--- src/rtl/fetch_decode_buffer_pkg.sv ---
// Shared definitions for the fetch/decode buffer and the instruction field decoder.
// The execute stage reuses the decoder, so these definitions live here.
package fetch_decode_buffer_pkg;

  localparam int unsigned DefPcW   = 4;
  localparam int unsigned DefInstW = 4;

  localparam logic [1:0] OP_ADD    = 2'b00;
  localparam logic [1:0] OP_SUB    = 2'b01;
  localparam logic [1:0] OP_LOAD   = 2'b10;
  localparam logic [1:0] OP_BRANCH = 2'b11;

  localparam int unsigned OPC_HI = 3;
  localparam int unsigned OPC_LO = 2;
  localparam int unsigned REG_HI = 1;
  localparam int unsigned REG_LO = 0;

endpackage

--- src/rtl/fetch_decode_buffer_inst_field_decode.sv ---
// Combinational split of an instruction word into opcode and register index.
module inst_field_decode
  import fetch_decode_buffer_pkg::*;
#(
  parameter int unsigned INST_W = DefInstW
) (
  input  logic [INST_W-1:0] instr_i,
  output logic [1:0]        opcode_o,
  output logic [1:0]        reg_o,
  output logic              is_branch_o
);

  always_comb begin
    opcode_o    = instr_i[OPC_HI:OPC_LO];
    reg_o       = instr_i[REG_HI:REG_LO];
    is_branch_o = (opcode_o == OP_BRANCH);
  end

endmodule

--- src/rtl/fetch_decode_buffer.sv ---
// Circular FIFO of {pc, instr} pairs between fetch and execute; head is decoded
// combinationally. Full/empty come from the occupancy counter, not pointer compare.
module fetch_decode_buffer
  import fetch_decode_buffer_pkg::*;
#(
  parameter int unsigned DEPTH  = 4,
  parameter int unsigned PC_W   = DefPcW,
  parameter int unsigned INST_W = DefInstW,
  localparam int unsigned PtrW  = $clog2(DEPTH),
  localparam int unsigned CntW  = $clog2(DEPTH + 1)
) (
  input  logic              clk_i,
  input  logic              rst_ni,
  input  logic              in_valid_i,
  input  logic [PC_W-1:0]   in_pc_i,
  input  logic [INST_W-1:0] in_instr_i,
  output logic              in_ready_o,
  input  logic              flush_i,
  output logic              out_valid_o,
  input  logic              out_ready_i,
  output logic [PC_W-1:0]   out_pc_o,
  output logic [1:0]        out_opcode_o,
  output logic [1:0]        out_reg_o,
  output logic              out_is_branch_o,
  output logic [CntW-1:0]   count_o
);

  logic [PC_W+INST_W-1:0] mem_q [DEPTH];
  logic [PtrW-1:0]        wr_ptr_q, wr_ptr_d;
  logic [PtrW-1:0]        rd_ptr_q, rd_ptr_d;
  logic [CntW-1:0]        count_q, count_d;
  logic                   push, pop;
  logic [PC_W+INST_W-1:0] head;
  logic                   dec_is_branch;

  always_comb begin
    // Ready/valid depend only on the registered count; a same-cycle pop frees nothing.
    in_ready_o  = (count_q != CntW'(DEPTH)) & ~flush_i;
    out_valid_o = (count_q != '0) & ~flush_i;
    push        = in_valid_i & in_ready_o;
    pop         = out_valid_o & out_ready_i;

    wr_ptr_d = wr_ptr_q;
    rd_ptr_d = rd_ptr_q;
    count_d  = count_q;
    if (flush_i) begin
      wr_ptr_d = '0;
      rd_ptr_d = '0;
      count_d  = '0;
    end else begin
      if (push) wr_ptr_d = wr_ptr_q + PtrW'(1);
      if (pop)  rd_ptr_d = rd_ptr_q + PtrW'(1);
      unique case ({push, pop})
        2'b10:   count_d = count_q + CntW'(1);
        2'b01:   count_d = count_q - CntW'(1);
        default: count_d = count_q;
      endcase
    end
  end

  always_ff @(posedge clk_i or negedge rst_ni) begin
    if (!rst_ni) begin
      wr_ptr_q <= '0;
      rd_ptr_q <= '0;
      count_q  <= '0;
    end else begin
      wr_ptr_q <= wr_ptr_d;
      rd_ptr_q <= rd_ptr_d;
      count_q  <= count_d;
    end
  end

  // Storage is not reset; out_valid_o qualifies the head fields.
  always_ff @(posedge clk_i) begin
    if (push) mem_q[wr_ptr_q] <= {in_pc_i, in_instr_i};
  end

  assign head     = mem_q[rd_ptr_q];
  assign out_pc_o = head[PC_W+INST_W-1:INST_W];
  assign count_o  = count_q;

  inst_field_decode #(
    .INST_W (INST_W)
  ) u_decode (
    .instr_i     (head[INST_W-1:0]),
    .opcode_o    (out_opcode_o),
    .reg_o       (out_reg_o),
    .is_branch_o (dec_is_branch)
  );

  assign out_is_branch_o = out_valid_o & dec_is_branch;

endmodule

--- config.mk ---
export PLATFORM = sky130hd
export DESIGN_NAME = fetch_decode_buffer
export DESIGN_NICKNAME = d
export VERILOG_FILES = /design/src/rtl/fetch_decode_buffer_pkg.sv /design/src/rtl/fetch_decode_buffer_inst_field_decode.sv /design/src/rtl/fetch_decode_buffer.sv
export SDC_FILE = /design/constraint.sdc
export NUM_CORES = 1
export LEC_CHECK = 0
export ABC_CLOCK_PERIOD_IN_PS = 3600
export CAP_MARGIN = 15
export CORE_MARGIN = 5
export CORE_UTILIZATION = 65
export CTS_CLUSTER_DIAMETER = 100
export DETAILED_ROUTE_END_ITERATION = 8
export DONT_BUFFER_PORTS = 1
export PLACE_DENSITY = 0.88
export SKIP_CTS_REPAIR_TIMING = 1
export SYNTH_ARGS = -nofsm -noshare
export SYNTH_HDL_FRONTEND = slang
export SYNTH_HIERARCHICAL = 1
export SYNTH_SLANG_ARGS = --single-unit
--- constraint.sdc ---
create_clock -name clk_i -period 3.6 [get_ports clk_i]
set_input_delay 0.36 -clock clk_i [delete_from_list [all_inputs] [get_ports clk_i]]
set_output_delay 0.36 -clock clk_i [all_outputs]
set_load 0.01 [all_outputs]
==> impl_metrics.yaml <==
floorplanning:
  core_region_area_mm2: 0.002758
  die_area_mm2: 0.004041
  io-pin-count: 27
  die_h_um: 63.57
  die_x_um: 63.57
  rows: 19
  initial_utilization: 0.6765
cells_and_area:
  seq_area_mm2: 0.001136
  final_nets: 132
  multi_input_area_um2: 604.3
  fillers: 191
  diodes: 0
  instances_no_fill: 146
  synthToLayoutAreaGrowth_pct: 1.073
  drive_gt1_frac: 0.1739
yosys:
  ys_warn_count: 6
  syn-instance-count: 122
  seq_area_frac_synth: 0.6090
  ys_types: 37
  synth_top_area_frac: 0.5151
  async_reset_ff_frac: 0.1795
  synth_nets: 140
  synthTopCellsByArea: "edfxtp_1 52%, mux4_2 9.7%, dfrtp_1 9.4%"
  synth_flop_cell: "edfxtp_1"
  synth_edf_count: 32
  synth_area_mm2: 0.001866
  syn_area_per_cell_um2: 15.29
  post-synth-top-area-cell: "edfxtp_1"
  synth_seq_cells: 39
setup_path:
  arrival_ns: 2.69
  start_kind: "register"
  critPathMaxFanout: 14
  cp.required_ns: 3.82
  critPathMaxStageDelay_ns: 0.74
  r2r_cells: 7
  path_class: "register to register"
  cp_cell_sequence: "nor3_1 -> nor2_1 -> and3b_1 -> fa_1 -> nand2b_1 -> a32oi_1 -> o211ai_1"
  end_kind: "register"
  slowest_stage: "dfrtp_1"
placed_design:
  dp.cells: 137
  port_buffers: 0
  hpwlAfterDp_um: 2041
  pre_cts_slack_ns: 1.150
  routabilityCongestion: 0.7605
grt:
  grt_max_degree: 17
  grt_pass1_wl_um: 5030
  grt-ovfl-total: 0
  antenna_found_initial: 0
  gr-usage-all-layers: 0.1658
  grt_pass1_vias: 964
routing:
  num_vias: 940
  wire_per_inst_um: 20.92
  antenna_left: 0
  route.detailed.drc: 0
  viasPerCell: 6.438
  wl_um: 3055
  firstDrtPassIters: 4
  drtIter0Drc: 50
flow_run:
  cap_violations: 0
sta:
  final.period_utilization: 0.6848
  fin_skew_ns: 0.005318
  fin_hold_ws_ns: 0.06660
  rsz0062_at_grt: "no"
  fin_tns_setup_ns: 0
  final-max-slew-violation-count: 0
  finalHoldViolCount: 0
  tightestPinTransition_ns: 0.5942
  fin_crit_ns: 2.465
  setup_violations: 0
  fin_ws_ns: 1.135
  slew_headroom: 0.6039
  fmax_mhz: 405.6
clock_network:
  htreeDepth: 2
  path_clk_slew_ns: 0.12
  cts_buffers: 5
  clockRootBuffer: "clkbuf_4"
  clk_latency_ns: 0.34
  cts_buffer_depth: 2
  cts.sinks: 39
  cts_tree: "built"
power:
  vdd_drop_max_mv: 0.4780
  p_leak_uw: 0.0006531
  power_uw: 1127
  power_density_mw_per_mm2: 597.6
worst_hold_path:
  hold_path.class: "primary input to register"
  hold_depth: 1
outcome:
  status: "completed"
[worst max-delay path, delay by kind of cell, from the launching register on]
| family | cells | cell delay (ns) |
|---|---|---|
| adder cells (fa/ha/maj) | 1 | 0.44 |
| AO/OA/AOI/OAI | 2 | 0.29 |
| flip-flops | 1 | 0.74 |
| AND/OR/NAND/NOR | 4 | 0.87 |
[kinds of logic (layout without fill, tap and decap cells)]
group | Yosys count | in the layout | share of synthesized area
buf+inv | 20 | 13 | 0.06706
mux | 9 | 9 | 0.1019
fa+ha+maj | 5 | 5 | 0.03756
simple gates | 30 | 30 | 0.1053
flops | 39 | 39 | 0.6090
compound gates | 16 | 16 | 0.06505
xor+xnor | 3 | 3 | 0.01409
[layer usage]
metal	track usage	vias to the layer above	wire length, µm
met3	0.05506	5	195
met1	0.2173	470	1217
met4	0.05455	0	44
li1	-	432	-
met5	0	-	0
met2	0.2602	33	1598
[through the flow]
step | area (µm²) | util
final | 1886 | 0.6838
after global routing | 1886 | 0.6838
after CTS | 1876 | 0.6801
after detailed placement | 1794 | 0.6506
after global placement | 1794 | 0.6506
after floorplan | 1866 | -
[flip-flops by register name, summed over array words and instances (netlist names)]
signal    count
wr_ptr_q      2
rd_ptr_q      2
count_o       3
mem_q        32
[final timing paths]
path,from,end,slack (ns)
setup reg to reg,count_o[0],count_o[1],1.13
hold / removal,flush_i,count_o[2],0.07
min in group asynchronous,rst_ni,rd_ptr_q[0],0.36
max in group asynchronous,rst_ni,count_o[1],2.98
hold reg to reg,wr_ptr_q[1],wr_ptr_q[1],0.61
setup / recovery,count_o[0],count_o[1],1.13
[cell usage in the layout (no fill, tap or decap), drive strengths merged, types with 2 or more instances in the layout]
cell type  synthesis  routed
nand2b             4       4
nor3b              2       2
xor2               3       3
and3b              2       2
clkbuf             1       5
inv                4       4
nand3              2       2
nor2               7       7
ha                 4       4
edfxtp            32      32
dfrtp              7       7
o22ai              2       2
and2               7       7
a21oi              3       3
o21ai              3       3
mux4               8       8
clkinv             0       2
[Yosys cell counts, types with 2 or more instances]
| cell | instances |
|---|---|
| buf_4 | 10 |
| and2_1 | 7 |
| o21ai_1 | 2 |
| nand3_1 | 2 |
| inv_1 | 4 |
| edfxtp_1 | 32 |
| nor2_1 | 7 |
| dfrtp_1 | 7 |
| o22ai_1 | 2 |
| xor2_1 | 3 |
| buf_2 | 4 |
| a21oi_1 | 3 |
| and3b_1 | 2 |
| nand2b_1 | 4 |
| ha_1 | 4 |
| mux4_2 | 8 |
[power breakdown]
part / total [µW] / internal (µW) / switching [µW]
logic: 227 / 121 / 107
clock network: 290 / 146 / 143
registers: 610 / 522 / 87.3
total: 1130 / 789 / 338
[final cells by class]
cell class,instances,area share
Clock buffer,5,0.01991
Clock inverter,3,0.02322
Inverter,4,0.007963
Multi-Input combinational cell,63,0.3205
Sequential cell,39,0.6025
Tap cell,31,0.02057
Timing Repair Buffer,1,0.005309
No activity file was read; power rests on OpenSTA's default activity.
